<file path="src/rtl/cdb_arbiter.sv">
// Common data bus arbiter: per-unit one-entry holding registers, round-robin grant, registered broadcast and free pulses.
// Optional feature macro CDB_BYPASS_EN: lets a unit refill its holding register in the same edge it drains.
module cdb_arbiter #(
    parameter int unsigned DATA_W = 16,
    parameter int unsigned ROB_W  = 3,
    parameter int unsigned RD_W   = 4,
    parameter int unsigned RSI_W  = 2
) (
    input  logic                 clk1,
    input  logic                 rst_n,
    input  logic [3:0]           ex_valid,
    output logic [3:0]           ex_ready,
    input  logic [4*DATA_W-1:0]  ex_data,
    input  logic [4*ROB_W-1:0]   ex_rob,
    input  logic [4*RD_W-1:0]    ex_rd,
    input  logic [4*RSI_W-1:0]   ex_rsidx,
    input  logic                 flush,
    output logic                 cdb_valid,
    output logic [1:0]           cdb_unit,
    output logic [DATA_W-1:0]    cdb_data,
    output logic [ROB_W-1:0]     cdb_rob,
    output logic [RD_W-1:0]      cdb_rd,
    output logic [RSI_W-1:0]     cdb_rsidx,
    output logic [2:0]           add_free,
    output logic [2:0]           mul_free,
    output logic [3:0]           exec_free
);

    localparam int unsigned NUM_UNITS = 4;
    localparam int unsigned RS_DEPTH  = 3;

    logic [NUM_UNITS-1:0] held;
    logic [DATA_W-1:0]    h_data  [NUM_UNITS];
    logic [ROB_W-1:0]     h_rob   [NUM_UNITS];
    logic [RD_W-1:0]      h_rd    [NUM_UNITS];
    logic [RSI_W-1:0]     h_rsidx [NUM_UNITS];
    logic [1:0]           last_grant;

    logic [NUM_UNITS-1:0] grant;
    logic [1:0]           grant_idx;
    logic                 grant_any;
    logic [1:0]           cand;
    logic [2:0]           rs_onehot;
    logic [NUM_UNITS-1:0] capture;

    // Round-robin search starting one past the last granted unit
    always_comb begin
        grant_any = 1'b0;
        grant_idx = 2'd0;
        cand      = 2'd0;
        for (int k = 0; k < NUM_UNITS; k++) begin
            cand = 2'(last_grant + 2'(k) + 2'd1);
            if (!grant_any && held[cand]) begin
                grant_any = 1'b1;
                grant_idx = cand;
            end
        end
        grant = grant_any ? 4'(4'b0001 << grant_idx) : 4'b0000;
    end

    // RS entry to free; index 3 has no entry behind it
    always_comb begin
        rs_onehot = 3'b000;
        for (int j = 0; j < RS_DEPTH; j++) begin
            if (grant_any && h_rsidx[grant_idx] == RSI_W'(j)) begin
                rs_onehot[j] = 1'b1;
            end
        end
    end

`ifdef CDB_BYPASS_EN
    assign ex_ready = ~held | grant;
`else
    assign ex_ready = ~held;
`endif

    assign capture = ex_valid & ex_ready;

    always_ff @(posedge clk1 or negedge rst_n) begin
        if (!rst_n) begin
            held       <= '0;
            last_grant <= 2'd3;
            cdb_valid  <= 1'b0;
            cdb_unit   <= 2'd0;
            cdb_data   <= '0;
            cdb_rob    <= '0;
            cdb_rd     <= '0;
            cdb_rsidx  <= '0;
            add_free   <= 3'b000;
            mul_free   <= 3'b000;
            exec_free  <= 4'b0000;
            for (int i = 0; i < NUM_UNITS; i++) begin
                h_data[i]  <= '0;
                h_rob[i]   <= '0;
                h_rd[i]    <= '0;
                h_rsidx[i] <= '0;
            end
        end else if (flush) begin
            held      <= '0;
            cdb_valid <= 1'b0;
            add_free  <= 3'b000;
            mul_free  <= 3'b000;
            exec_free <= 4'b0000;
        end else begin
            for (int i = 0; i < NUM_UNITS; i++) begin
                if (capture[i]) begin
                    held[i]    <= 1'b1;
                    h_data[i]  <= ex_data[i*DATA_W +: DATA_W];
                    h_rob[i]   <= ex_rob[i*ROB_W +: ROB_W];
                    h_rd[i]    <= ex_rd[i*RD_W +: RD_W];
                    h_rsidx[i] <= ex_rsidx[i*RSI_W +: RSI_W];
                end else if (grant[i]) begin
                    held[i] <= 1'b0;
                end
            end
            cdb_valid <= grant_any;
            exec_free <= grant;
            add_free  <= grant_idx[1] ? 3'b000 : rs_onehot;
            mul_free  <= grant_idx[1] ? rs_onehot : 3'b000;
            if (grant_any) begin
                last_grant <= grant_idx;
                cdb_unit   <= grant_idx;
                cdb_data   <= h_data[grant_idx];
                cdb_rob    <= h_rob[grant_idx];
                cdb_rd     <= h_rd[grant_idx];
                cdb_rsidx  <= h_rsidx[grant_idx];
            end
        end
    end

endmodule

</file>
<file path="config.mk">
export PLATFORM = sky130hd
export DESIGN_NAME = cdb_arbiter
export DESIGN_NICKNAME = d
export VERILOG_FILES = /design/src/rtl/cdb_arbiter.sv
export SDC_FILE = /design/constraint.sdc
export NUM_CORES = 1
export LEC_CHECK = 0
export ABC_AREA = 0
export CORE_UTILIZATION = 31
export DETAILED_ROUTE_END_ITERATION = 8
export PLACE_DENSITY = 0.53
export SKIP_CTS_REPAIR_TIMING = 1
export SYNTH_ARGS = -nofsm -noshare
export SYNTH_HDL_FRONTEND = slang
export SYNTH_SLANG_ARGS = --single-unit
</file>
<file path="constraint.sdc">
create_clock -name clk1 -period 2.1 [get_ports clk1]
set_input_delay 0.42 -clock clk1 [delete_from_list [all_inputs] [get_ports clk1]]
set_output_delay 0.42 -clock clk1 [all_outputs]
set_load 0.005 [all_outputs]
</file>
Word-level counts from Yosys, hierarchy flattened
Cells that the tools add are included.
Cells by class
  $add $sub $neg: 6
  magnitude comparators: 5
  equality and inequality tests: 2
  shift-type cells: 1
  muxes and demuxes: 47
  bitwise logic cells: 4
  reductions and logical operators: 19
Operators by type and width (count)
  binary-select mux 16 bit (select 2 bit): 1
  two-way mux 16 bit: 2
  two-way mux 1 bit: 20
  two-way mux 4 bit: 5
  two-way mux 3 bit: 6
  less-than comparator 2 x 3 -> 1 bit, second input constant: 4
  two-way mux 2 bit: 6
  nonzero test 3 bit: 4
  AND reduction 2 bit: 5
  adder 2 x 1 -> 2 bit, second input constant: 4
  binary-select mux 1 bit (select 2 bit): 4
  binary-select mux 4 bit (select 2 bit): 1
  binary-select mux 3 bit (select 2 bit): 1
  logical AND 1 bit: 6
  adder 2 bit, second input constant: 2
  bitwise AND 4 bit: 1
  binary-select mux 2 bit (select 2 bit): 1
  NOT 4 bit: 1
  << shifter 1 x 2 -> 4 bit, first input constant: 1
  greater-or-equal comparator 3 bit, second input constant: 1
  logical NOT 1 bit: 3
  NOT 2 -> 3 bit: 1
  equality test 2 x 1 -> 1 bit, second input constant: 1
  equality test 2 bit, second input constant: 1
  other kinds (2): 2
Word-level totals
  register bits after elaboration: 144
  output and inout port bits: 42
  logic and storage cells: 114

Longest topological paths before layout
  depth after elaboration: 22
  mapped depth: 9
  mapped depth without buffers: 6

Least setup slack after synthesis
Ideal clock, no wire load.
  kind: reg-to-reg
  from: register last_grant[1]
  to: register cdb_rsidx[1]
  library setup time: 0.094 ns
  arrival: 1.721 ns
  slack: 0.285 ns
  cell stages (with the launch flop): 8
  clock period less this slack: 1.815 ns
  cell sequence: dfstp_2 -> buf_2 -> mux2i_1 -> o22ai_1 -> a21oi_2 -> buf_6 -> mux2_1 -> a221oi_2
On the way
  longest elaborated chain between the ends: 17
  elaborated cells on any way between the ends: 33
  those cells by class: add/sub: 6; mux: 19; bitwise: 1; reduce/logical: 7
RTL lines
  start: declaration: RTL line 37  | logic [1:0] last_grant;
  start signal: assignment: RTL line 121  | last_grant <= grant_idx;
  branches (longest 17 deep; another with adder 2 x 1 -> 2 bit)
  end signal: assignment: RTL line 126  | cdb_rsidx <= h_rsidx[grant_idx];
  end: declaration: RTL line 23  | output logic [RSI_W-1:0] cdb_rsidx,
Parallel ways; which one is timed is not known. The select of a mux whose other input is x is not followed.
A chain may end at the register's enable or synchronous reset.

Final worst setup path
  from: register held[3]
  to: output ex_ready[3]
On the way
  longest elaborated chain between the ends: 1
RTL lines
  start: declaration: RTL line 32  | logic [NUM_UNITS-1:0] held;
  start signal: assignment: RTL line 81  | held <= '0;
  start signal: assignment: RTL line 99  | held <= '0;
  start signal: indexed assignment: RTL line 107  | held[i] <= 1'b1;
  NOT 4 bit: RTL line 74  | assign ex_ready = ~held;
  end: declaration: RTL line 12  | output logic [3:0] ex_ready,
Every way passes these cells.

==> results_dict.tcl <==
set metrics [dict create \
    status "finished, final reports clean" \
    route.detailed.vias_per_inst 4.92 \
    setup-violations-final 0 \
    clock-skew-final_ps 5.73 \
    min-delay-start "cdb_unit[1]$_DFFE_PN0P_" \
    post-dp-hpwl_um 13100 \
    regToRegStartpoint "last_grant[1]$_DFFE_PN1P_" \
    r2r.worst_path.cells 6 \
    crit_path_max_incr_delay_ps 520 \
    placed_area_um2 8470 \
    share_of_the_synthesized_area_in_the_top_cell_type 0.539 \
    grt_pass1_vias 5099 \
    power_density_nw_per_um2 1150 \
    reg2reg_to "add_free[0]$_DFF_PN0_" \
    synth_enable_flop_cells 0 \
    end_kind "output port" \
    first_pass_iters 4 \
    worst_setup_hold_path_clk_slew_ps 50 \
    worst-setup-path-type "flip-flop to output port" \
    finalWorstPathRequiredPeriod_ps 2020 \
    ys_ff_latch 144 \
    fp.coreArea_um2 20600 \
    final_design_area_no_fill_um2 9080 \
    p_leak_nw 3.70 \
    synthesis.area_per_instance_um2 12.7 \
    worstMarginPinSlew_ps 498 \
    die_width_um 148 \
    grt_start_max_net_pins 50 \
    cp_top_family "buffers and inverters" \
    startpoint_type "flip-flop" \
    drv_slew 0 \
    critPathSlowestCell "sky130_fd_sc_hd__clkdlybuf4s50_1" \
    clkSinkCount 144 \
    worstHoldEndpoint "cdb_unit[1]$_DFFE_PN0P_" \
    hp-class "flip-flop to flip-flop" \
    die-area_um2 21900 \
    tritoncts.num_buffers 17 \
    grt_antenna_before_repair 2 \
    critical_path_arrival_ps 1600 \
    totalWireLength_um 18100 \
    design.portCount 149 \
    critical_path_peak_fanout 8 \
    reg2reg_setup_slack_ps 120 \
    synthArstFlopShare 1.00 \
    timing.fmax_ghz 0.496 \
    design.final.nets 775 \
    port-buffer-count 148 \
    synth-main-ff-cell "sky130_fd_sc_hd__dfrtp_1" \
    drt-initial-drc-count 359 \
    final_period_utilization 0.960 \
    numPlacedInstances 915 \
    critical_path_required_ps 1680 \
    vias_post_dr 4682 \
    maxCapViolCount 0 \
    area_delta_synth_final_pct 37.7 \
    site_rows 52 \
    antenna_violating_nets_post_route 0 \
    slew_headroom 0.668 \
    wire_length_of_the_first_global_routing_pass_um 28400 \
    h-tree-depth 4 \
    cts_tree "done" \
    cp_num_buf_inv 2 \
    whs_ps 501 \
    cp_cell_sequence "inv_1, clkdlybuf4s50_1" \
    ir_worst_vdd_uv 639 \
    synth_area_leader_cell "sky130_fd_sc_hd__dfrtp_1" \
    clk-insertion-delay-late_ps 420 \
    yosys_warnings 0 \
    hold-path-cell-count 2 \
    post_route_cells_drive_above_1_share 0.271 \
    drcViolationCount 0 \
    yosysSeqAreaShare 0.547 \
    groute.usage.overall 0.174 \
    final-hold-violation-count 0 \
    synth_area_leaders "sky130_fd_sc_hd__dfrtp_1 (54%), sky130_fd_sc_hd__mux2_2 (17%), sky130_fd_sc_hd__a221oi_2 (4.6%)" \
    post_synth_inst_count 519 \
    post_layout_nonfiller_instances 951 \
    synthesis.nets 626 \
    ctsLongestPathBuffers 2 \
    die-height_um 148 \
    synth.cell_area_um2 6590 \
    grt_remaining_overflow 0 \
    cts_root_buffer "sky130_fd_sc_hd__clkbuf_16" \
    ys_types 42 \
    initial_util 0.321 \
    final_gp_congestion 0.794 \
    wl_per_cell_um 19.1 \
]
==> state kept, by name (all words and copies together) (netlist names) <==
| name | flops |
|---|---|
| cdb_unit | 2 |
| h_data | 64 |
| mul_free | 3 |
| h_rsidx | 8 |
| cdb_rsidx | 2 |
| last_grant | 2 |
| add_free | 3 |
| cdb_data | 16 |
| exec_free | 4 |
| cdb_rob | 3 |
| cdb_rd | 4 |
| cdb_valid | 1 |
| h_rd | 16 |
| held | 4 |
| h_rob | 12 |
==> how the worst max path moves through the flow <==
| stage | depth (start not counted) | to | start | slack [ps] |
|---|---|---|---|---|
| finish | 2 | ex_ready[3] | held[3]$_DFFE_PN0P_ | 80 |
| floorplan | 7 | cdb_rsidx[1]$_DFFE_PN0P_ | last_grant[1]$_DFFE_PN1P_ | 280 |
| global route | 6 | cdb_rsidx[1]$_DFFE_PN0P_ | last_grant[1]$_DFFE_PN1P_ | -1 |
| CTS | 6 | cdb_rd[0]$_DFFE_PN0P_ | last_grant[1]$_DFFE_PN1P_ | 20 |
| global placement | 6 | cdb_data[7]$_DFFE_PN0P_ | last_grant[1]$_DFFE_PN1P_ | 110 |
| detailed placement | 6 | cdb_data[9]$_DFFE_PN0P_ | last_grant[1]$_DFFE_PN1P_ | 50 |
==> synthesized netlist by cell type, drive strengths merged (3+ instances only) <==
cell / instances
a21oi: 26
a221oi: 21
and3: 6
buf: 33
clkbuf: 8
dfrtp: 142
inv: 10
mux2: 98
mux2i: 27
nand2: 20
nand3: 4
nor2: 31
nor2b: 3
nor3: 4
nor3b: 38
o211ai: 5
o21ai: 19
o21bai: 3
o22a: 4
==> cells by family after synthesis <==
logic type / Yosys count / share of synthesized area
buffers and inverters: 52 / 0.0429
and+or+nand+nor: 114 / 0.0966
DFF: 144 / 0.547
AOI/OAI and AO/OA: 83 / 0.104
muxes: 125 / 0.208
xor gates and xnor gates: 1 / 0.00133
==> where the power goes <==
part	switching, mW	leakage [nW]	total, mW	internal, mW
clock network	1.14	0.269	2.84	1.70
logic	1.49	1.72	3.40	1.91
registers	0.620	1.70	4.19	3.57
==> area by class of cell <==
class,count,area [um^2]
fillers,1927,11500
flip-flops and latches,144,3610
multi-input cells,323,2730
repair buffers,171,1810
clock buffers,20,467
well taps,270,338
clock inverters,11,90.1
inverters,11,41.3
diodes,1,2.50
==> metrics by stage <==
stage	setup slack, ps	power, mW	utilization	TNS [ps]
after floorplan	285	5.98	-	0
after global placement	108	7.51	0.412	0
after detailed placement	49.8	7.58	0.412	0
after CTS	20.3	10.5	0.439	0
after global routing	-1.11	11.0	0.441	-1.11
final	85.0	10.4	0.442	0
==> tightest hold or removal path: cells and delay by family, from the launching register on <==
| family | cells | cell delay (ps) |
|---|---|---|
| flops | 1 | 360 |
| simple gates | 2 | 110 |
==> cell usage in the layout, fill, tap and decap left out, drive strengths merged, types with 21 or more instances in the layout <==
cell,count
clkdlybuf4s50,147
dfrtp,142
mux2,98
nor3b,38
nor2,31
mux2i,27
a21oi,26
buf,23
a221oi,21
==> metal layers <==
metal | track usage | share of wire
met1 | 0.207 | 0.41
met2 | 0.293 | 0.50
met3 | 0.0534 | 0.064
met4 | 0.0706 | 0.026
met5 | 0 | 0.00066
No activity file was read; power rests on OpenSTA's default activity.
